==> src/rtl/decoder_pipe_if.sv <==
// Handshake bundle for decoder_pipe: a code stream in (din) and a one-hot stream out (dout).
// slave  : the decoder's view (consumes din, produces dout)
// master : the environment's view (produces din, consumes dout)
interface decoder_pipe_if #(
   parameter int N = 3
);
   logic [N-1:0]    din;
   logic            din_valid;
   logic            din_ready;
   logic [2**N-1:0] dout;
   logic            dout_valid;
   logic            dout_ready;
   logic            busy;

   modport slave (
      input  din, din_valid, dout_ready,
      output din_ready, dout, dout_valid, busy
   );

   modport master (
      output din, din_valid, dout_ready,
      input  din_ready, dout, dout_valid, busy
   );
endinterface

==> src/rtl/decoder_pipe.sv <==
// decoder_pipe: binary-to-one-hot decoder behind a 2-entry valid/ready FIFO.
// Decode happens at capture, so the FIFO stores one-hot words.
// Optional macro DECODER_PIPE_HITCNT_EN adds per-bit saturating output hit
// counters readable through cnt_sel/cnt_out, cleared by cnt_clr.
module decoder_pipe #(
   parameter int N = 3
) (
   input  logic             clk,
   input  logic             rst,
   decoder_pipe_if.slave    bus
`ifdef DECODER_PIPE_HITCNT_EN
   ,
   input  logic [N-1:0]     cnt_sel,
   input  logic             cnt_clr,
   output logic [7:0]       cnt_out
`endif
);
   localparam int W = 2**N;

   typedef enum logic [1:0] {EMPTY = 2'd0, ONE = 2'd1, TWO = 2'd2} state_t;

   state_t         state, state_nxt;
   logic           rdy;
   logic           in_xfer, out_xfer;
   logic [W-1:0]   dec;
   logic [W-1:0]   head_p0;   // oldest entry, drives dout
   logic [W-1:0]   tail_p1;   // second entry, valid only in TWO

   assign dec      = W'(1) << bus.din;
   assign in_xfer  = bus.din_valid & rdy;
   assign out_xfer = (state != EMPTY) & bus.dout_ready;

   assign bus.din_ready  = rdy;
   assign bus.dout_valid = (state != EMPTY);
   assign bus.busy       = (state != EMPTY);
   assign bus.dout       = (state != EMPTY) ? head_p0 : '0;

   // Next-state selection from occupancy and the two transfer strobes
   always_comb begin
      state_nxt = state;
      case (state)
         EMPTY: if (in_xfer) state_nxt = ONE;
         ONE: begin
            if (in_xfer && !out_xfer)      state_nxt = TWO;
            else if (!in_xfer && out_xfer) state_nxt = EMPTY;
         end
         TWO:     if (out_xfer) state_nxt = ONE;
         default: state_nxt = EMPTY;
      endcase
   end

   // Occupancy state and registered ready (ready follows next occupancy, never dout_ready directly)
   always_ff @(posedge clk) begin
      if (rst) begin
         state <= EMPTY;
         rdy   <= 1'b1;
      end else begin
         state <= state_nxt;
         rdy   <= (state_nxt != TWO);
      end
   end

   // Entry storage; unreset because dout is masked whenever the FIFO is empty
   always_ff @(posedge clk) begin
      case (state)
         EMPTY: if (in_xfer) head_p0 <= dec;
         ONE: begin
            if (in_xfer && out_xfer) head_p0 <= dec;
            else if (in_xfer)        tail_p1 <= dec;
         end
         TWO:     if (out_xfer) head_p0 <= tail_p1;
         default: ;
      endcase
   end

`ifdef DECODER_PIPE_HITCNT_EN
   logic [7:0] cnt [0:W-1];

   // Per-bit hit counters: saturate at 255, clear beats increment
   always_ff @(posedge clk) begin
      for (int i = 0; i < W; i++) begin
         if (rst || cnt_clr)
            cnt[i] <= 8'd0;
         else if (out_xfer && head_p0[i] && cnt[i] != 8'hFF)
            cnt[i] <= cnt[i] + 8'd1;
      end
   end

   // Registered counter readback
   always_ff @(posedge clk) begin
      if (rst) cnt_out <= 8'd0;
      else     cnt_out <= cnt[cnt_sel];
   end
`endif

endmodule

==> src/flat_wrapper.sv <==
// flat-port wrapper written by rule: the top's interface ports become plain ports
module decoder_pipe_flat 
#(
   parameter int N = 3
)
  (clk, rst, bus_din, bus_din_valid, bus_dout_ready, bus_din_ready, bus_dout, bus_dout_valid, bus_busy);
  decoder_pipe_if #(.N(N)) bus_i ();
  input  logic clk;
  input  logic rst;
  input wire logic [$bits(bus_i.din)-1:0] bus_din;
  input wire logic [$bits(bus_i.din_valid)-1:0] bus_din_valid;
  input wire logic [$bits(bus_i.dout_ready)-1:0] bus_dout_ready;
  output wire logic [$bits(bus_i.din_ready)-1:0] bus_din_ready;
  output wire logic [$bits(bus_i.dout)-1:0] bus_dout;
  output wire logic [$bits(bus_i.dout_valid)-1:0] bus_dout_valid;
  output wire logic [$bits(bus_i.busy)-1:0] bus_busy;
  assign bus_i.din = bus_din;
  assign bus_i.din_valid = bus_din_valid;
  assign bus_i.dout_ready = bus_dout_ready;
  assign bus_din_ready = bus_i.din_ready;
  assign bus_dout = bus_i.dout;
  assign bus_dout_valid = bus_i.dout_valid;
  assign bus_busy = bus_i.busy;
  decoder_pipe #(.N(N)) u_core (.clk(clk), .rst(rst), .bus(bus_i));
endmodule
==> config.mk <==
export PLATFORM = sky130hd
export DESIGN_NAME = decoder_pipe_flat
export DESIGN_NICKNAME = d
export VERILOG_FILES = /design/src/rtl/decoder_pipe_if.sv /design/src/rtl/decoder_pipe.sv /design/src/flat_wrapper.sv
export SDC_FILE = /design/constraint.sdc
export NUM_CORES = 1
export LEC_CHECK = 0
export ABC_AREA = 1
export BUFFER_PORTS_ARGS = -buffer_cell sky130_fd_sc_hd__buf_2
export CORE_MARGIN = 2
export CORE_UTILIZATION = 40
export DETAILED_ROUTE_END_ITERATION = 6
export MAX_ROUTING_LAYER = met4
export SLEW_MARGIN = 25
export SYNTH_ARGS = -nofsm -noshare
export SYNTH_HDL_FRONTEND = slang
export SYNTH_SLANG_ARGS = --single-unit
==> constraint.sdc <==
create_clock -name clk -period 1.75 [get_ports clk]
set_input_delay 0.4375 -clock clk [delete_from_list [all_inputs] [get_ports clk]]
set_output_delay 0.4375 -clock clk [all_outputs]
set_load 0.01 [all_outputs]
# Word level (Yosys, flattened, before mapping)
# Index checks and enable logic that the tools add are counted.
[classes] shifts=1 n_bitwise=3 mux=10 n_eq_ne=6 n_reduce_logical=10
[ops] cell="$mux 8" count=4
[ops] cell="$pmux 8 s3" count=1
[ops] cell="$mux 2" count=4
[ops] cell="$shl 1x3->8 const A" count=1
[ops] cell="$ne 2x1->1 const B" count=3
[ops] cell="$pmux 2 s3" count=1
[ops] cell="$reduce_and 4->1" count=1
[ops] cell="$logic_and 1x1->1" count=3
[ops] cell="$reduce_and 3->1" count=1
[ops] cell="$reduce_bool 3->1" count=1
[ops] cell="$and 1x1->1" count=2
[ops] cell="$eq 2x1->1 const B" count=1
[ops] cell="$eq 2x2->1 const B" count=1
[ops] cell="$logic_not 1->1" count=2
[ops] cell="$logic_not 2->1" count=1
[ops] cell="$ne 2x2->1 const B" count=1
[ops] cell="$reduce_bool 2->1" count=1
[ops] cell="$not 1->1" count=1
[totals] out_inout_bits=11 word_cells=34 in_bits=7 reg_bits=19

# Depth between registers and ports, before layout
# Gate-level depths: netlist of run 1.
[logic_depth] ltp_word=7 mapped_depth=5

# Worst setup path before layout of run 1
# No wires, ideal clock.
[synth_path] path_kind="reg2out" start="register u_core.state[1]" end="output bus_dout_valid" path_stages_with_launch=5 slack_ns=0.295 n_path_buf=2 arrival_time_ns=1.017 t_required_ns=1.312 cell_sequence="dfxtp_1 buf_2 nor2_2 inv_1 buf_4"
[synth_between] elab_chain_cells=1
[synth_rtl] element="from (decl)" line_no="decoder_pipe.sv:22" rtl="state_t state, state_nxt;"
[synth_rtl] element="from (signal assigned)" line_no="decoder_pipe.sv:58" rtl="state <= state_nxt;"
[synth_rtl] element="$reduce_bool 2->1"
[synth_rtl] element="to (decl)" line_no="flat_wrapper.sv:15" rtl="output wire logic [$bits(bus_i.dout_valid)-1:0] bus_dout_valid;"
# Every way passes these cells.

# Worst setup path in the final report of run 1
[layout_path] start="register u_core.state[1]" end="output bus_dout_valid"
[layout_between] elab_chain_cells=1
[layout_rtl] element="$reduce_bool 2->1" line_no="decoder_pipe.sv:34" rtl="assign bus.dout_valid = (state != EMPTY);"
# Every way passes these cells.

==> results.tsv, run 1 <==
metric	value	unit
run_status	complete, no violations	
max_cap_viol_count	0	
timing_worst_setup_path_type	flop to output pin	
static-leakage-power	0.0004880	uW
antennaDiodeCount	0	
initial_antenna_violation_count	0	
all_layer_global_routing_usage	12.58	%
grt_first_pass_wirelength	2.318	mm
top_level_ports	18	
timing_hold_violations_final	0	
syn_to_final_growth	17.30	%
worstHoldPathCells	2	
core_area	1982	um2
power.density	837.5	nW/um2
synth_seq_cells	19	
rsz0062_at_grt	no	
met2_length	572	um
drt_wl_total	1.332	mm
rr_startpoint	u_core.state[1]$_SDFF_PP0_	
design.final.nets	120	
finalSetupViolations	0	
post-route-drc-count	0	
power.combinational.fraction	11.2	%
power.switching	206.1	uW
detailedRoute.firstPassIterationCount	4	
layout.cells.most_common	sky130_fd_sc_hd__nand2_1	
met1_length	660	um
postSynthNetCount	99	
tritoncts	built	
post_route_cells_drive_above_1_share	23.21	%
post_synth_num_cell_types	15	
worst_pin_slew	0.3046	ns
tns	0	ns
numClockSinks	19	
post_synth_inst_count	92	
share_clk_of_total_power	26.2	%
data_arrival_critical_path	1.14	ns
timing.hold.worst.class	input pin to flop	
ant_nets	0	
clock_skew	0.01016	ns
viasPerCell	4.532	
clock_tree.buffer_depth	2	
drt_iter0_markers	15	
master_cell_of_the_clock_root_buffer	sky130_fd_sc_hd__clkbuf_4	
kind_of_start_point_of_the_critical_path	flop	
layout.cells.most_common_list	21 x sky130_fd_sc_hd__nand2_1, 17 x sky130_fd_sc_hd__buf_2, 16 x sky130_fd_sc_hd__inv_1, 16 x sky130_fd_sc_hd__edfxtp_1, 10 x sky130_fd_sc_hd__nor2_1	
slew_limit_fails	0	
finalCriticalPeriod	1.578	ns
placement_rows	16	
r2r.worst_path.cells	4	
final_critical_path_setup_slack	0.1724	ns
num_vias	630	
cts_made_buffers	3	
timing.fmax	633.9	MHz
port-buffer-count	17	
path_clk_slew	0.10	ns
power.share.switching	24.59	%
starting_density_of_the_core	43.06	%
crit_path_start	u_core.state[1]$_SDFF_PP0_	
maximum_number_of_pins_on_one_net_before_global_route_repair	14	
yosysWarningCount	0	
yosysSeqAreaShare	63.34	%
post_synth.cell_area_avg	9.275	um2
gp_congestion	0.6674	
first_global_vias	552	
slew_headroom	79.54	%
wl_met3	55	um
drt-wirelength-per-cell	9.583	um
htree_levels	1	
mappedNetlistArea	853.3	um2
finalCritPeriodShare	90.15	%
postCtsSetupBuffers	0	
peakVddDrop	350.6	uV
kind_of_end_point_of_the_critical_path	output pin	
dp.final_hpwl	1.033	mm
worstPathMaxFanout	13	
pre_cts_setup_slack	0.2949	ns
dieWidth	50.19	um
top_layer	met4	
die_area	2519	um2
remaining_global_route_overflow	0	
fp.dieH	50.19	um
clock_latency	0.30	ns
portion_of_total_power_attributed_to_sequential_cells	62.6	%
internal-power	632.2	uW
worst_hold_startpoint	rst	
required_time_of_the_critical_path	1.31	ns
-- cells by family (layout without fill, tap and decap cells) --
kind of cell,count (synthesis),count (layout),synth area share (%)
buffers and inverters,19,39,8.944
DFF,19,19,63.34
and+or+nand+nor,52,52,26.54
AOI/OAI and AO/OA,2,2,1.172
-- power groups by stage --
stage / combinational, uW / clock [uW] / sequential, uW
6_report: 93.9 / 220 / 524
5_1_grt: 107 / 241 / 528
4_1_cts: 95.1 / 221 / 525
3_5_place_dp: 94.1 / 0 / 534
3_3_place_gp: 91.8 / 0 / 534
2_1_floorplan: 62.1 / 0 / 531
-- state kept, by name, summed over array words and instances, names as in the netlist --
signal                cells
u_core.bus.din_ready      1
u_core.head_p0            8
u_core.state              2
u_core.tail_p1            8
-- what timing repair did --
item                                    CTS  global route
hold buffers                              0             0
resized for setup                         1             1
endpoints found under the setup margin   10            10
-- path summary, 6_finish.rpt --
kind	to	slack, ns
worst max-delay path	bus_dout_valid	0.17
worst max register to register	u_core.head_p0[1]$_DFFE_PP_	0.44
worst min register to register	u_core.head_p0[2]$_DFFE_PP_	0.57
worst min-delay path	u_core.state[0]$_SDFF_PP0_	0.31
-- per-stage QoR --
step	cells	util [%]	total power, uW	cell area, um2	hold slack, ns
4_1_cts	139	50.44	841.0	999.7	0.3055
2_1_floorplan	92	-	593.4	853.3	0.5066
3_3_place_gp	135	48.80	625.5	967.2	0.5383
3_5_place_dp	135	48.80	628.3	967.2	0.5384
6_report	139	50.51	838.3	1001	0.3106
5_1_grt	139	50.51	876.1	1001	0.3042
-- per-layer routing --
layer	GRT usage (%)	vias up
met5	-	-
met4	9.722	0
met3	1.786	5
met2	18.42	15
met1	15.69	273
li1	-	337
-- cell type report --
class	count	area, um2
fill	188	980.9
multi-input combinational	54	241.5
inverter	17	63.81
clock buffer	3	22.52
sequential	19	541.8
timing repair buffer	18	92.59
clock inverter	1	5.005
tap	27	33.78
-- worst max-delay path, stage by stage, from the launching register on --
cell	delay, ns
sky130_fd_sc_hd__dfxtp_2	0.41
sky130_fd_sc_hd__nor2_4	0.23
sky130_fd_sc_hd__inv_1	0.07
sky130_fd_sc_hd__buf_2	0.14
-- Yosys cell counts --
cell / count / area share (%)
sky130_fd_sc_hd__nor2_1: 10 / 4.4
sky130_fd_sc_hd__nand2_1: 21 / 9.2
sky130_fd_sc_hd__nand2_2: 1 / 0.73
sky130_fd_sc_hd__nor2_2: 1 / 0.73
sky130_fd_sc_hd__nand4_1: 2 / 1.5
sky130_fd_sc_hd__a21oi_1: 1 / 0.59
sky130_fd_sc_hd__o21ai_0: 1 / 0.59
sky130_fd_sc_hd__buf_4: 1 / 0.88
sky130_fd_sc_hd__nand3_1: 9 / 5.3
sky130_fd_sc_hd__buf_2: 1 / 0.59
sky130_fd_sc_hd__dfxtp_1: 3 / 7.0
sky130_fd_sc_hd__inv_1: 16 / 7.0
sky130_fd_sc_hd__nor3_1: 8 / 4.7
sky130_fd_sc_hd__edfxtp_1: 16 / 56
sky130_fd_sc_hd__inv_2: 1 / 0.44
Note: power is estimated with default switching activity, not from simulation.
==> inputs of run 2 (changes only) <==
- ABC_AREA: 1 -> default
==> results.tsv, run 2 <==
metric	value	unit
timing.fmax	633.9	MHz
ant_nets	0	
path_clk_slew	0.10	ns
slew_headroom	63.54	%
largestRegisters	u_core.head_p0 (8), u_core.tail_p1 (8), u_core.state (2)	
critical_path.reg2reg.endpoint	u_core.head_p0[1]$_DFFE_PP_	
maximum_number_of_pins_on_one_net_before_global_route_repair	11	
post-route-drc-count	0	
first_global_vias	431	
timing.hold.worst.class	input pin to flop	
synth_enable_flop_cells	16	
syn_to_final_growth	16.93	%
tritoncts	built	
num_vias	525	
postPlaceCellArea	994.7	um2
numClockSinks	19	
r2r.worst_path.cells	2	
detailedRoute.firstPassIterationCount	3	
dieWidth	50.90	um
layout.cells.most_common	sky130_fd_sc_hd__buf_2	
timing.reg2reg.setup_slack	0.18	ns
design.final.nets	92	
layout.cells.most_common_list	17 x sky130_fd_sc_hd__buf_2, 16 x sky130_fd_sc_hd__edfxtp_1, 8 x sky130_fd_sc_hd__nor2b_1, 8 x sky130_fd_sc_hd__mux2_4, 4 x sky130_fd_sc_hd__nand2_1	
master_cell_of_the_clock_root_buffer	sky130_fd_sc_hd__clkbuf_4	
starting_density_of_the_core	43.50	%
viasPerCell	4.730	
post_synth_most_frequent_cells	16 x sky130_fd_sc_hd__edfxtp_1, 8 x sky130_fd_sc_hd__mux2_4, 8 x sky130_fd_sc_hd__nor2b_1, 4 x sky130_fd_sc_hd__nand2_1	
htree_levels	1	
layout.cell_area.non_filler	1028	um2
clock_latency	0.29	ns
post_cts_hold_fix_bufs	0	
max_cap_viol_count	0	
antennaDiodeCount	0	
utilization	50.87	%
fp.dieH	50.90	um
drt_wl_total	1.210	mm
grt_first_pass_wirelength	1.932	mm
kind_of_start_point_of_the_critical_path	flop	
p_total	842.9	uW
post_route_cells_drive_above_1_share	36.90	%
tns	0	ns
synthArstFlopShare	0	%
synth.top_cells.by_area	sky130_fd_sc_hd__edfxtp_1 55%, sky130_fd_sc_hd__mux2_4 14%, sky130_fd_sc_hd__dfxtp_1 6.8%	
synth_top_cell_by_area	sky130_fd_sc_hd__edfxtp_1	
worstHoldPathCells	2	
post_synth_num_cell_types	21	
port-buffer-count	17	
static-leakage-power	0.0004370	uW
post_synth.cell_area_avg	13.96	um2
postCtsSetupBuffers	0	
leading_register_cell_type_out_of_synthesis	sky130_fd_sc_hd__edfxtp_1	
placement_rows	16	
yosysSeqAreaShare	61.45	%
slew_limit_fails	0	
worstPathMaxFanout	9	
clock_tree.buffer_depth	2	
timing_hold_violations_final	0	
peakVddDrop	456.8	uV
place_inst	107	
data_arrival_critical_path	1.14	ns
top_level_ports	18	
worst_hold_startpoint	rst	
postSynthNetCount	70	
required_time_of_the_critical_path	1.31	ns
timing_worst_setup_path_type	flop to output pin	
initial_antenna_violation_count	0	
finalSetupViolations	0	
rsz0062_at_grt	no	
die_area	2590	um2
gp_congestion	0.8012	
clock_skew	0.006812	ns
rr_startpoint	u_core.state[0]$_SDFF_PP0_	
drt_iter0_markers	4	
drt-wirelength-per-cell	10.90	um
worst_pin_slew	0.5469	ns
library_cell_with_the_highest_instance_count_after_synthesis	sky130_fd_sc_hd__edfxtp_1	
all_layer_global_routing_usage	10.99	%
run_status	complete, no violations	
remaining_global_route_overflow	0	
post_synth_inst_count	63	
layoutNonFillerInstCount	111	
synth_seq_cells	19	
core_area	2022	um2
power.density	819.6	nW/um2
mappedNetlistArea	879.6	um2
cts_made_buffers	3	
whs_endpoint	u_core.state[0]$_SDFF_PP0_	
synth_top_cell_area_share	54.62	%
dp.final_hpwl	913.9	um
yosysWarningCount	0	
finalCriticalPeriod	1.578	ns
kind_of_end_point_of_the_critical_path	output pin	
finalCritPeriodShare	90.14	%
run 2: kinds of logic after synthesis:
| logic type | count (synthesis) | synth area share (%) |
|---|---|---|
| AND/OR/NAND/NOR | 27 | 17.92 |
| flip-flops | 19 | 61.45 |
| multiplexers | 8 | 13.66 |
| buffers and inverters | 5 | 3.414 |
| AO/OA/AOI/OAI | 4 | 3.556 |
run 2: stage by stage:
step                worst slack [ns]  hold slack (ns)
global placement              0.2480           0.5314
detailed placement            0.2287           0.5348
floorplan                    0.07956           0.5096
global route                 0.03832           0.2896
finish                        0.1725           0.3099
CTS                          0.04544           0.2978
run 2: critical path: stages, from the launching register on:
cell	delay [ns]
sky130_fd_sc_hd__dfxtp_1	0.49
sky130_fd_sc_hd__nor2_4	0.11
sky130_fd_sc_hd__nor2b_1	0.11
sky130_fd_sc_hd__buf_2	0.13
run 2: report_power, final:
| part | internal (uW) | switching, uW |
|---|---|---|
| registers | 517 | 9.37 |
| logic | 51.4 | 53.5 |
| clock network | 88.6 | 123 |
| total | 657 | 186 |
run 2: worst max path at each step:
stage	from	to	slack [ns]	depth (start not counted)
after floorplan	bus_dout_ready	u_core.head_p0[0]$_DFFE_PP_	0.08	3
final	u_core.state[1]$_SDFF_PP0_	bus_dout[3]	0.17	3
after global placement	u_core.state[0]$_SDFF_PP0_	u_core.head_p0[2]$_DFFE_PP_	0.25	2
after CTS	u_core.state[1]$_SDFF_PP0_	bus_dout_valid	0.05	3
after global routing	u_core.state[1]$_SDFF_PP0_	bus_dout[6]	0.04	3
after detailed placement	u_core.state[1]$_SDFF_PP0_	bus_dout_valid	0.23	3
run 2: area by class of cell:
class                           count  area (um2)
Tap cell                           27       33.78
Sequential cell                    19       540.5
Timing Repair Buffer               19       100.1
Fill cell                         186       993.5
Clock buffer                        4       26.28
Multi-Input combinational cell     39       316.6
Inverter                            3       11.26
run 2: what timing repair did:
action / in CTS / in global routing
setup endpoints to repair: 10 / 10
gates cloned: 0 / 0
hold endpoints to repair: 0 / 0
resized for setup: 1 / 1
run 2: layer usage:
metal	wire length (um)	up-vias	share of wire, %	GRT usage [%]
li1	-	272	-	-
met1	604	232	50	13.13
met2	506	17	42	15.35
met3	53	4	4.4	2.924
met4	45	0	3.7	9.459
met5	0	-	0	-
==> inputs of run 3 (changes only) <==
- SETUP_SLACK_MARGIN: default -> 0.5
==> results.tsv, run 3 (synthesis gave the netlist of run 2 again) <==
metric	value	unit
top_level_ports	18	
static-leakage-power	0.0005049	uW
critical_path.reg2reg.endpoint	u_core.head_p0[0]$_DFFE_PP_	
whs_endpoint	u_core.state[0]$_SDFF_PP0_	
initial_antenna_violation_count	0	
clock_tree.buffer_depth	2	
remaining_global_route_overflow	0	
num_vias	558	
worst_pin_slew	0.3265	ns
path_clk_slew	0.10	ns
power.switching	198.0	uW
drt-wirelength-per-cell	11.93	um
finalCriticalPeriod	1.462	ns
kind_of_end_point_of_the_critical_path	output pin	
numClockSinks	19	
tns	0	ns
finalCritPeriodShare	83.53	%
port-buffer-count	17	
drt_iter0_markers	8	
postPlaceCellArea	1031	um2
fp.dieH	50.90	um
timing_worst_setup_path_type	flop to output pin	
viasPerCell	4.650	
timing_hold_violations_final	0	
timing.reg2reg.setup_slack	0.39	ns
worstPathMaxFanout	5	
cts_made_buffers	3	
dieWidth	50.90	um
drt_wl_total	1.431	mm
layout.cell_area.non_filler	1182	um2
die_area	2590	um2
power.density	735.5	nW/um2
post-route-drc-count	0	
multi_input_comb_area	370.4	um2
placement_rows	16	
fillers	180	
worstHoldPathCells	2	
post_cts_hold_fix_bufs	0	
post_route_cells_drive_above_1_share	53.76	%
antennaDiodeCount	0	
largestRegisters	u_core.head_p0 (8), u_core.tail_p1 (8), u_core.state (2)	
timing.hold.worst.class	input pin to flop	
timing.fmax	684.1	MHz
detailedRoute.firstPassIterationCount	4	
max_cap_viol_count	0	
slew_limit_fails	0	
required_time_of_the_critical_path	1.31	ns
power.combinational.fraction	15.8	%
final_critical_path_setup_slack	0.2882	ns
core_area	2022	um2
worst_hold_startpoint	rst	
syn_to_final_growth	34.42	%
master_cell_of_the_clock_root_buffer	sky130_fd_sc_hd__clkbuf_4	
clock_latency	0.28	ns
gp_congestion	0.6668	
htree_levels	1	
starting_density_of_the_core	43.50	%
power.share.switching	22.77	%
portion_of_total_power_attributed_to_sequential_cells	60.4	%
data_arrival_critical_path	1.02	ns
hold_ws	0.3081	ns
area.sequential	549.3	um2
ant_nets	0	
clock_skew	0.004944	ns
pre_cts_setup_slack	0.2899	ns
first_global_vias	523	
dp.final_hpwl	912.3	um
layout.cells.most_common_list	16 x sky130_fd_sc_hd__buf_2, 16 x sky130_fd_sc_hd__edfxtp_1, 8 x sky130_fd_sc_hd__nor2b_1, 8 x sky130_fd_sc_hd__mux2_4, 6 x sky130_fd_sc_hd__buf_4	
design.final.nets	101	
rsz0062_at_grt	yes	
kind_of_start_point_of_the_critical_path	flop	
share_clk_of_total_power	23.9	%
grt_first_pass_wirelength	2.297	mm
all_layer_global_routing_usage	12.52	%
tritoncts	built	
internal-power	671.7	uW
peakVddDrop	502.8	uV
run_status	complete, no violations	
r2r.worst_path.cells	4	
maximum_number_of_pins_on_one_net_before_global_route_repair	12	
finalSetupViolations	0	
rr_startpoint	u_core.state[0]$_SDFF_PP0_	
slew_headroom	78.18	%
==> run 3: power by group through the flow <==
stage / Sequential (uW) / Combinational, uW / Clock [uW]
floorplan: 537 / 76.8 / 0
global placement: 538 / 108 / 0
detailed placement: 539 / 110 / 0
CTS: 526 / 126 / 220
global route: 529 / 149 / 231
finish: 525 / 137 / 208
==> run 3: through the flow <==
step | power, uW | utilization [%] | instances
floorplan | 613.5 | - | 63
global placement | 646.5 | 50.99 | 106
detailed placement | 648.7 | 50.99 | 106
CTS | 871.5 | 55.57 | 115
global route | 908.4 | 58.48 | 120
finish | 869.7 | 58.48 | 120
==> run 3: worst max-delay path by stage <==
stage	start	end	slack, ns	cells past startpoint
finish	u_core.state[0]$_SDFF_PP0_	bus_dout[4]	0.29	3
global route	u_core.state[0]$_SDFF_PP0_	bus_dout[1]	0.24	3
CTS	u_core.state[0]$_SDFF_PP0_	bus_dout[4]	0.27	3
detailed placement	bus_dout_ready	u_core.tail_p1[3]$_DFFE_PP_	0.29	3
global placement	bus_dout_ready	u_core.tail_p1[3]$_DFFE_PP_	0.32	3
floorplan	u_core.state[0]$_SDFF_PP0_	u_core.head_p0[0]$_DFFE_PP_	0.45	3
==> run 3: layout make-up <==
cell class	count	share of cell area (%)
multi-input combinational	40	31.32
sequential	19	46.46
timing repair buffer	27	16.08
tap	27	2.857
clock inverter	1	0.4233
inverter	3	0.9524
clock buffer	3	1.905
==> run 3: repair_timing <==
item | CTS | global route
setup endpoints to repair | 27 | 37
gates cloned | 1 | 1
setup buffers | 4 | 4
pin swaps | 2 | 4
gates resized for setup | 6 | 7
==> run 3: worst max-delay path, stage by stage (launching register included) <==
cell and delay, ns:
sky130_fd_sc_hd__dfxtp_4 0.38, sky130_fd_sc_hd__nor2_4 0.16, sky130_fd_sc_hd__nor2b_1 0.06, sky130_fd_sc_hd__buf_2 0.13
==> run 3: routing by layer <==
metal  share of wire [%]  vias to the layer above  wire length, um  GRT usage (%)
li1                    -                      293                -              -
met1                  45                      246              643          15.36
met2                  49                       17              701          20.18
met3                 4.7                        2               67          1.754
met4                 1.3                        0               19          6.757
met5                   0                        -                0              -
